**config.mk**
```make
export PLATFORM = sky130hd
export DESIGN_NAME = i2s_adc_rx
export DESIGN_NICKNAME = d
export VERILOG_FILES = /design/src/rtl/audio_pkg.sv /design/src/rtl/sync_edge.sv /design/src/rtl/i2s_adc_rx.sv
export SDC_FILE = /design/constraint.sdc
export NUM_CORES = 1
export LEC_CHECK = 0
export CAP_MARGIN = 0
export CORE_AREA = 2 2 69 104
export CTS_BUF_LIST = sky130_fd_sc_hd__clkbuf_2 sky130_fd_sc_hd__clkbuf_4 sky130_fd_sc_hd__clkbuf_8
export DETAILED_ROUTE_END_ITERATION = 8
export DIE_AREA = 0 0 71 106
export GPL_ROUTABILITY_DRIVEN = 0
export PLACE_DENSITY = 0.75
export SETUP_SLACK_MARGIN = 0.15
export SYNTH_ARGS = -nofsm -noshare
export SYNTH_HDL_FRONTEND = slang
export SYNTH_SLANG_ARGS = --single-unit
export TNS_END_PERCENT = 30
```
**constraint.sdc**
```tcl
create_clock -name mclk -period 3.6 [get_ports mclk]
set_clock_uncertainty 0.05 [all_clocks]
set_input_delay 0.36 -clock mclk [delete_from_list [all_inputs] [get_ports mclk]]
set_output_delay 0.36 -clock mclk [all_outputs]
set_load 0.05 [all_outputs]
```
**src/rtl/audio_pkg.sv**
```systemverilog
// Shared types for the codec audio receive path.
// Latency: n/a (types and constants only).
// Backpressure: n/a.
package audio_pkg;

  localparam int DATA_W_DEF = 16;

  typedef enum logic [0:0] {
    CH_LEFT  = 1'b0,
    CH_RIGHT = 1'b1
  } ch_t;

  typedef enum logic [1:0] {
    IDLE  = 2'd0,
    SHIFT = 2'd1,
    HOLD  = 2'd2
  } rx_state_t;

endpackage

```
**src/rtl/sync_edge.sv**
```systemverilog
// Input synchroniser with a trailing register; q is either the level or a rising-edge pulse.
// Latency: STAGES+1 clk from din to q (level and rise modes line up cycle-for-cycle).
// Backpressure: none; free-running.
// Ports: clk/rst (async active-high), din asynchronous input, q registered output.
module sync_edge #(
  parameter int   STAGES = 2,
  parameter logic RISE   = 1'b0
) (
  input  logic clk,
  input  logic rst,
  input  logic din,
  output logic q
);

  logic [STAGES-1:0] sync_q, sync_d;
  logic              prev_q, prev_d;
  logic              out_q, out_d;

  always_comb begin
    sync_d = {sync_q[STAGES-2:0], din};
    prev_d = sync_q[STAGES-1];
    // Level mode delays by the same one register as the edge detector, so a
    // level sampled alongside a rise pulse belongs to the same bclk edge.
    out_d  = RISE ? (sync_q[STAGES-1] & ~prev_q) : sync_q[STAGES-1];
  end

  always_ff @(posedge clk or posedge rst) begin
    if (rst) begin
      sync_q <= '0;
      prev_q <= 1'b0;
      out_q  <= 1'b0;
    end else begin
      sync_q <= sync_d;
      prev_q <= prev_d;
      out_q  <= out_d;
    end
  end

  assign q = out_q;

endmodule

```
**src/rtl/i2s_adc_rx.sv**
```systemverilog
// I2S ADC receiver: oversamples bclk/adclrc/adcdat on mclk and deserialises MSB-first words.
// Latency: sample_valid SYNC_STAGES+2 mclk after raw bclk is first sampled high for the LSB.
// Backpressure: none; outputs are single-cycle pulses with held data registers.
// Ports: mclk/rst; bclk, adclrc, adcdat from codec pins; sample_* per word, left/right_data held,
//        pair_valid on a right word that follows a left word, frame_err on a truncated word.
module i2s_adc_rx
  import audio_pkg::*;
#(
  parameter int   DATA_W      = DATA_W_DEF,
  parameter int   SYNC_STAGES = 2,
  parameter logic LEFT_LRC    = 1'b0
) (
  input  logic              mclk,
  input  logic              rst,
  input  logic              bclk,
  input  logic              adclrc,
  input  logic              adcdat,
  output logic [DATA_W-1:0] sample_data,
  output logic              sample_ch,
  output logic              sample_valid,
  output logic [DATA_W-1:0] left_data,
  output logic [DATA_W-1:0] right_data,
  output logic              pair_valid,
  output logic              frame_err
);

  localparam int                CNT_W    = $clog2(DATA_W);
  localparam logic [CNT_W-1:0]  LAST_BIT = CNT_W'(DATA_W - 1);

  logic bclk_rise, lrc_s, dat_s;

  sync_edge #(.STAGES(SYNC_STAGES), .RISE(1'b1)) u_bclk (.clk(mclk), .rst(rst), .din(bclk),   .q(bclk_rise));
  sync_edge #(.STAGES(SYNC_STAGES), .RISE(1'b0)) u_lrc  (.clk(mclk), .rst(rst), .din(adclrc), .q(lrc_s));
  sync_edge #(.STAGES(SYNC_STAGES), .RISE(1'b0)) u_dat  (.clk(mclk), .rst(rst), .din(adcdat), .q(dat_s));

  rx_state_t         state_q, state_d;
  ch_t               ch_q, ch_d;
  logic [CNT_W-1:0]  bitcnt_q, bitcnt_d;
  logic [DATA_W-1:0] shreg_q, shreg_d;
  logic              lrc_prev_q, lrc_prev_d;
  logic              lrc_vld_q, lrc_vld_d;
  logic              done_q, done_d;
  logic              left_seen_q, left_seen_d;
  logic [DATA_W-1:0] sample_data_q, sample_data_d;
  logic              sample_ch_q, sample_ch_d;
  logic              sample_valid_q, sample_valid_d;
  logic [DATA_W-1:0] left_data_q, left_data_d;
  logic [DATA_W-1:0] right_data_q, right_data_d;
  logic              pair_valid_q, pair_valid_d;
  logic              frame_err_q, frame_err_d;

  always_comb begin
    state_d        = state_q;
    ch_d           = ch_q;
    bitcnt_d       = bitcnt_q;
    shreg_d        = shreg_q;
    lrc_prev_d     = lrc_prev_q;
    lrc_vld_d      = lrc_vld_q;
    done_d         = 1'b0;
    left_seen_d    = left_seen_q;
    sample_data_d  = sample_data_q;
    sample_ch_d    = sample_ch_q;
    sample_valid_d = 1'b0;
    left_data_d    = left_data_q;
    right_data_d   = right_data_q;
    pair_valid_d   = 1'b0;
    frame_err_d    = 1'b0;

    // Publish the word completed on the previous cycle; shreg is stable here
    // because bclk rises are at least two mclk apart.
    if (done_q) begin
      sample_valid_d = 1'b1;
      sample_data_d  = shreg_q;
      sample_ch_d    = ch_q;
      pair_valid_d   = (ch_q == CH_RIGHT) && left_seen_q;
      left_seen_d    = (ch_q == CH_LEFT);
      if (ch_q == CH_LEFT) left_data_d  = shreg_q;
      else                 right_data_d = shreg_q;
    end

    if (bclk_rise) begin
      lrc_prev_d = lrc_s;
      // The first rise after reset only captures the lrc level, so a reset
      // released mid-frame cannot fake an lrc edge from the cleared register.
      lrc_vld_d  = 1'b1;
      if (lrc_vld_q && (lrc_s != lrc_prev_q)) begin
        // This rise carries the I2S delay slot; its bit is discarded.
        ch_d     = (lrc_s == LEFT_LRC) ? CH_LEFT : CH_RIGHT;
        bitcnt_d = '0;
        state_d  = SHIFT;
        if (state_q == SHIFT) begin
          frame_err_d = 1'b1;
          left_seen_d = 1'b0;
        end
      end else if (state_q == SHIFT) begin
        shreg_d  = {shreg_q[DATA_W-2:0], dat_s};
        bitcnt_d = bitcnt_q + CNT_W'(1);
        if (bitcnt_q == LAST_BIT) begin
          done_d  = 1'b1;
          state_d = HOLD;
        end
      end
    end
  end

  always_ff @(posedge mclk or posedge rst) begin
    if (rst) begin
      state_q        <= IDLE;
      ch_q           <= CH_LEFT;
      bitcnt_q       <= '0;
      shreg_q        <= '0;
      lrc_prev_q     <= 1'b0;
      lrc_vld_q      <= 1'b0;
      done_q         <= 1'b0;
      left_seen_q    <= 1'b0;
      sample_data_q  <= '0;
      sample_ch_q    <= 1'b0;
      sample_valid_q <= 1'b0;
      left_data_q    <= '0;
      right_data_q   <= '0;
      pair_valid_q   <= 1'b0;
      frame_err_q    <= 1'b0;
    end else begin
      state_q        <= state_d;
      ch_q           <= ch_d;
      bitcnt_q       <= bitcnt_d;
      shreg_q        <= shreg_d;
      lrc_prev_q     <= lrc_prev_d;
      lrc_vld_q      <= lrc_vld_d;
      done_q         <= done_d;
      left_seen_q    <= left_seen_d;
      sample_data_q  <= sample_data_d;
      sample_ch_q    <= sample_ch_d;
      sample_valid_q <= sample_valid_d;
      left_data_q    <= left_data_d;
      right_data_q   <= right_data_d;
      pair_valid_q   <= pair_valid_d;
      frame_err_q    <= frame_err_d;
    end
  end

  assign sample_data  = sample_data_q;
  assign sample_ch    = sample_ch_q;
  assign sample_valid = sample_valid_q;
  assign left_data    = left_data_q;
  assign right_data   = right_data_q;
  assign pair_valid   = pair_valid_q;
  assign frame_err    = frame_err_q;

endmodule

```
**Yosys cells after proc, flatten, opt, wreduce, memory -nomap -nowiden**

Index checks and enable logic that the tools add are counted.

- Multiply operators: 0
- Shift operators: 0
- Add/subtract/negate cells: 1
- Div/mod/pow operators: 0
- Muxes and demuxes: 19
- Order comparisons: 0
- Equality and inequality tests: 3
- Reduce and logical (&&, ||, !) cells: 10
- Bitwise operators: 4

Operators by type and width:

| kind | count |
|---|---|
| $mux W1 | 14 |
| $mux W4 | 2 |
| $reduce_and A2 Y1 | 4 |
| $mux W2 | 3 |
| $reduce_and A3 Y1 | 2 |
| $add A4 B1 Y4 const B | 1 |
| $eq A4 B4 Y1 const B | 1 |
| $reduce_bool A2 Y1 | 2 |
| $not A1 Y1 | 3 |
| $eq A2 B1 Y1 const B | 1 |
| $logic_and A1 B1 Y1 | 2 |
| $and A1 B1 Y1 | 1 |
| $ne A1 B1 Y1 | 1 |

- Memory bits (read-only): 0
- Output and inout port bits: 52
- Memories: 0
- Logic and storage cells: 59
- Input port bits: 5
- Flip-flop bits (word level): 89
- Latch bits: 0
- RAM bits: 0

**Longest topological paths before layout**

Gate-level depths: netlist of run 1.

- Depth in word-level cells: 5
- Gate-level depth with buffers: 4
- Depth with buffers taken out: 4

**Cells and area by module**

A second synthesis of run 1 with hierarchy kept.

- Cells, all modules: 198
- Area total of the unflattened synthesis: 3279.4 µm²

Modules (own cells, without submodules):

| module | cells an instance | times used | area an instance (µm²) | sequential area each (µm²) |
|---|---|---|---|---|
| i2s_adc_rx | 184 | 1 | 3004.1 | 1976.9 |
| sync_edge (u_dat ...) | 4 | 2 | 78.8 | 75.1 |
| sync_edge (u_bclk) | 6 | 1 | 117.6 | 100.1 |

**Worst setup path before layout of run 1**

OpenSTA, ideal clock, no wires.

- Path type: register -> register
- Start point: register lrc_prev_q
- End point: register shreg_q[10]
- Path buffers: 1
- Path slack: 2175 ps
- Data required time: 3425 ps
- Stages on the path, launching flop included: 5
- Library setup time: 125 ps
- Arrival time: 1250 ps
- Clock period less this slack: 1425 ps
- Cells stage by stage: dfrtp_1 -> xor2_2 -> a21oi_2 -> buf_6 -> mux2_2

- Word-level cells in the longest chain between the ends: 4

Ends and longest elaborated chain:

| element | line | source |
|---|---|---|
| start: declaration | i2s_adc_rx.sv:40 | `logic lrc_prev_q, lrc_prev_d;` |
| start signal: assignment | i2s_adc_rx.sv:128 | `lrc_prev_q <= lrc_prev_d;` |
| $ne A1 B1 Y1 | i2s_adc_rx.sv:86 | `if (lrc_vld_q && (lrc_s != lrc_prev_q)) begin` |
| $logic_and A1 B1 Y1 | i2s_adc_rx.sv:86 |  |
| $not A1 Y1 (no line) | -- |  |
| $reduce_and A3 Y1 (no line) | -- |  |
| end signal: assignment | i2s_adc_rx.sv:127 | `shreg_q <= shreg_d;` |
| end: declaration | i2s_adc_rx.sv:39 | `logic [DATA_W-1:0] shreg_q, shreg_d;` |

Every way passes these cells.
A chain may end at the register's enable or synchronous reset.

**Worst setup path in the final report of run 1**

- Start point: register lrc_prev_q
- End point: register shreg_q[1]

The elaborated chain is that of the path after synthesis.

==> reports/metrics.cfg, run 1 <==
[clocking]
htree_num_levels=3
clock_path_buffers=2
post_cts_buffers=0
cts_hold_buf=0
clk_pin_slew_ps=80
cts_tree=yes
cts-resized-gates=0
clock_latency_ps=350
root_buffer=clkbuf_8
cts_made_buffers=9
cts_sinks=89

[sta]
slew_viol_final=0
period_minus_slack_ps=2030
worst_slack_ps=1570
setup-tns-final_ps=0
tightest_slew_ps=1060
slew_headroom_pct=29.1
fin_crit_sh_pct=56.5
rsz0062_at_grt=no
fmax_mhz=492
hold_viol=0
setup_viol=0

[drt]
via_per_inst=5.18
routed_wl_um=5560
drt-pass1-iter-count=2
ant_nets=0
vias=1771
drt_iter0_markers=60
drc_errors=0
wire_per_inst_um=16.2

[floorplan]
die_area_um2=7530
std_cell_rows=37
die_w_um=71
pin_count=57
die_y_um=106
start_util_pct=48.7
fp.coreArea_um2=6710

[power]
power_density_nw_per_um2=497
power_uw=2070
max-vdd-ir-drop_v=0.000399
leakagePower_uw=0.00199

[global_routing]
grt_pass1_vias=1764
grt_max_degree=90
antenna_found_initial=0
grt_pass1_wl_um=9100
track_usage_pct=15.9
grt-ovfl-total=0

[synth]
ys_types=28
synthFlopType=dfrtp_1
synthTopCellsByArea=dfrtp_1, mux2_2, mux2_4
ys_seq_area_share_pct=68.1
syn_nets=203
synth-edff-count=0
synth_largest_area_cell=dfrtp_1
synth-seq-cells=89
yosysWarnings=0
synthArstFlopShare_pct=100
yosysTopAreaCellShare_pct=68.1
synth_area_um2=3270
syn-instance-count=197
syn_area_per_cell_um2=16.6

[cells_and_area]
final_cell_mix=dfrtp_1, mux2_2, clkdlybuf4s50_1
area_growth_pct=27.1
final_common_cell=dfrtp_1
fin_nets=265
diodes=0
drive_gt1_share_pct=34.5
nFillCells=518

[worst_setup_path]
critPathMaxFanout=20
worstPathRequired_ps=3780
critPathCaptureType=flip-flop
path_class=reg -> reg
worst_ep_arrival_time_ps=2210
critPathLaunchType=flip-flop

[placed_design]
dp_hpwl_um=3480
pre_cts_slack_ps=1570
io_buffers=56

[min_path]
hold_class=reg -> reg

[run]
cap_violations=0

[run_status]
status=complete, no violations

-- power breakdown --
group          internal, uW  total, uW  switching [uW]
sequential             1060       1130            68.3
combinational          66.9        120            52.9
clock                   487        819             333
total                  1610       2070             454
-- Yosys cell counts, types with 2 or more instances --
cell type / count
buf_6: 2
a22o_1: 2
mux2_4: 2
nand3_1: 3
and3_1: 3
nor2b_1: 2
nand2b_1: 2
dfrtp_1: 89
mux2_2: 65
buf_2: 5
inv_1: 5
-- cell type report --
cell class	count	area [um2]	area share (%)
Timing Repair Buffer	58	588	14.1
Clock buffer	11	145	3.49
Clock inverter	5	103	2.47
Tap cell	78	97.6	2.35
Sequential cell	89	2230	53.6
Inverter	5	20.0	0.481
Multi-Input combinational cell	96	978	23.5
-- path summary, 6_finish.rpt --
path	start	endpoint	slack, ps	cells after the start
setup / recovery	lrc_prev_q	shreg_q[1]	1570	3
hold / removal	u_dat.sync_q[0]	u_dat.sync_q[1]	300	0
setup reg to reg	lrc_prev_q	shreg_q[1]	1570	3
hold reg to reg	u_dat.sync_q[0]	u_dat.sync_q[1]	300	0
max in group asynchronous	rst	right_data[1]	2770	3
min in group asynchronous	rst	right_data[2]	380	3
-- flip-flops by register name, indices dropped and copies added (netlist names) --
| register | cells |
|---|---|
| bitcnt_q | 4 |
| ch_q | 1 |
| done_q | 1 |
| frame_err | 1 |
| left_data | 16 |
| left_seen_q | 1 |
| lrc_prev_q | 1 |
| lrc_vld_q | 1 |
| pair_valid | 1 |
| right_data | 16 |
| sample_ch | 1 |
| sample_data | 16 |
| sample_valid | 1 |
| shreg_q | 16 |
| state_q | 2 |
| u_bclk.prev_q | 1 |
| u_bclk.q | 1 |
| u_bclk.sync_q | 2 |
| u_dat.q | 1 |
| u_dat.sync_q | 2 |
| u_lrc.q | 1 |
| u_lrc.sync_q | 2 |
-- critical path, cell delays in order (launching register included) --
cell and delay (ps):
dfrtp_1 420, xor2_2 210, a21oi_2 810, mux2_2 420
-- metal layers --
layer	track usage [%]	routed length (um)	vias up
li1	-	-	815
met4	6.47	74	0
met3	4.64	234	8
met5	0	0	-
met1	20.2	2340	902
met2	25.5	2910	46
-- cells by family after synthesis --
kind of cell             Yosys count  synth area share (%)
buffers and inverters             12                  2.03
multiplexers                      67                  23.3
XOR/XNOR                           2                 0.765
AND/OR/NAND/NOR                   15                  2.75
AO/OA/AOI/OAI                     11                  2.72
adder cells (fa/ha/maj)            1                 0.382
flip-flops                        89                  68.1
-- per-stage QoR --
| stage | hold WS (ps) | instance area (um2) | utilization, % | instances |
|---|---|---|---|---|
| 4_1_cts | 304 | 4160 | 62.0 | 342 |
| 3_5_place_dp | 285 | 3910 | 58.3 | 326 |
| 6_report | 302 | 4160 | 62.0 | 342 |
| 2_1_floorplan | 281 | 3270 | - | 197 |
| 5_1_grt | 312 | 4160 | 62.0 | 342 |
| 3_3_place_gp | 283 | 3910 | 58.3 | 326 |
(Power assumes the default switching activity.)
==> run 2, diff against run 1 <==
clock period = 2.1 ns   (was 3.6 ns; I/O delays follow)
==> run 2 against run 1 <==
  * Die area stayed put
  * Highest routed layer unchanged
  * Global-route usage is 0.61 points higher
  * Sequential share of layout area is 0.86 points lower
  * Largest power group unchanged
  * Sequential power is 71% higher
  * Design area is 1.6% higher
  * Critical endpoint is now left_data[8]
  * Register-to-register slack worse by 1100 ps
  * Largest cell class unchanged
  * Sequential cell count stayed put
  * Combinational power is 79% higher
  * Final cell count is 2.0% higher
==> reports/metrics.cfg, run 2 (synthesis results as in run 1) <==
[clocking]
clock_path_buffers=2  ; unchanged
cts-resized-gates=0  ; unchanged
htree_num_levels=3  ; unchanged
root_buffer=clkbuf_8
clk_pin_slew_ps=80  ; about the same
cts_tree=yes
cts_hold_buf=0  ; unchanged
post_cts_buffers=0  ; unchanged
cts_sinks=89  ; unchanged
clock_latency_ps=350  ; about the same
cts_made_buffers=9  ; unchanged

[power]
switchingPower_uw=767  ; +69%
clkPwrFrac_pct=39.3  ; -0.3 points
max-vdd-ir-drop_v=0.000738  ; +85%
switching_share_pct=21.7  ; -0.30 points
combPwrFrac_pct=6.1  ; +0.3 points
internal_power_uw=2770  ; +72%
leakagePower_uw=0.00202  ; +1.7%
power_density_nw_per_um2=837  ; +68%
seqPwrFrac_pct=54.7  ; about the same
power_uw=3540  ; +71%

[global_routing]
grt_max_degree=26  ; -71%
grt_pass1_vias=1862  ; +5.6%
grt-ovfl-total=0  ; unchanged
track_usage_pct=16.5  ; +0.61 points
antenna_found_initial=0  ; unchanged
grt_pass1_wl_um=9480  ; +4.2%

[drt]
wire_per_inst_um=15.6  ; -3.9%
routed_wl_um=5450  ; -1.9%
vias=1802  ; +1.8%
ant_nets=0  ; unchanged
via_per_inst=5.16  ; -0.29%
drt-pass1-iter-count=4  ; +2
drc_errors=0  ; unchanged
drt_iter0_markers=65  ; +8.3%

[floorplan]
die_w_um=71  ; unchanged
std_cell_rows=37  ; unchanged
die_y_um=106  ; unchanged
start_util_pct=48.7  ; unchanged
die_area_um2=7530  ; unchanged
fp.coreArea_um2=6710  ; unchanged
pin_count=57  ; unchanged

[sta]
slew_headroom_pct=61.3  ; +32 points
fmax_mhz=559
period_minus_slack_ps=1790
tightest_slew_ps=579  ; -484 ps
setup-tns-final_ps=0  ; unchanged
setup_viol=0  ; unchanged
rsz0062_at_grt=no
hold_viol=0  ; unchanged
slew_viol_final=0  ; unchanged
fin_crit_sh_pct=85.2

[cells_and_area]
fin_nets=272  ; +2.6%
fin_util_pct=63.0  ; +1.0 points
diodes=0  ; unchanged
final_cell_mix=dfrtp_1, mux2_2, clkdlybuf4s50_1
final_common_cell=dfrtp_1
nFillCells=505  ; -2.5%
drive_gt1_share_pct=36.2  ; +1.7 points
area_growth_pct=29.2

[worst_setup_path]
critPathCaptureType=primary output
reg2regPathDepth=4  ; +1
path_class=reg -> out
crit_buf_inv=1  ; +1
critPathMaxFanout=2  ; -90%
slowest_stage=clkdlybuf4s50_1
r2r-start=lrc_prev_q
critPathLaunchType=flip-flop
cp.depth=1  ; -2
reg2reg_to=shreg_q[12]
ff2ff_setup_slack_ps=510  ; -1060 ps
cpPeakStageDelay_ps=810  ; about the same
crit_family=buffers and inverters
crit_chain=clkdlybuf4s50_1
worst_ep_arrival_time_ps=1530  ; -680 ps
worstPathRequired_ps=1840  ; -1940 ps

[run_status]
status=complete, no violations

[min_path]
hold_class=in -> async

[placed_design]
io_buffers=56  ; unchanged
dp_hpwl_um=3790  ; +9.0%

[run]
cap_violations=0  ; unchanged

-- run 2: cell count changes in the layout (fill, tap and decap cells not counted), sizes merged --
cell,before,now
clkinv,2,1
buf,2,9
clkinvlp,1,2
-- run 2: stage by stage --
stage / worst slack, ps / instances / cell area [um2] / hold WS (ps)
after floorplan: 675 / 197 / 3280 / 191
after global placement: 574 / 333 / 3980 / 282
after detailed placement: 529 / 333 / 3980 / 286
after CTS: 282 / 349 / 4230 / 228
after global routing: 260 / 349 / 4230 / 239
final: 310 / 349 / 4230 / 222
-- run 2: area by class of cell --
type	instances	area [um2]	area share, %
clock buffers	11	145	3.43
clock inverters	5	103	2.43
well taps	78	97.6	2.31
inverters	5	22.5	0.533
repair buffers	65	653	15.5
flip-flops and latches	89	2230	52.7
multi-input cells	96	978	23.1
-- run 2: power groups by stage --
stage	logic, uW	clock network (uW)	registers, uW
3_3_place_gp	208	0	1960
2_1_floorplan	168	0	1930
4_1_cts	221	1420	1940
3_5_place_dp	219	0	1970
6_report	215	1390	1930
5_1_grt	242	1500	1960
-- run 2: worst max-delay path by stage --
stage / from / to / slack [ps]
floorplan: lrc_prev_q / shreg_q[10] / 680
global placement: lrc_prev_q / shreg_q[10] / 570
detailed placement: lrc_prev_q / shreg_q[12] / 530
CTS: left_data[3] / left_data[3] / 280
global route: sample_data[0] / sample_data[0] / 260
finish: left_data[8] / left_data[8] / 310
-- run 2: layer usage --
layer  vias to the layer above  wire, um  global-route usage [%]
li1                        822         -                       -
met1                       916      2270                    21.0
met2                        53      2830                    26.6
met3                        11       217                    3.60
met4                         0       132                    8.09
met5                         -         0                       0
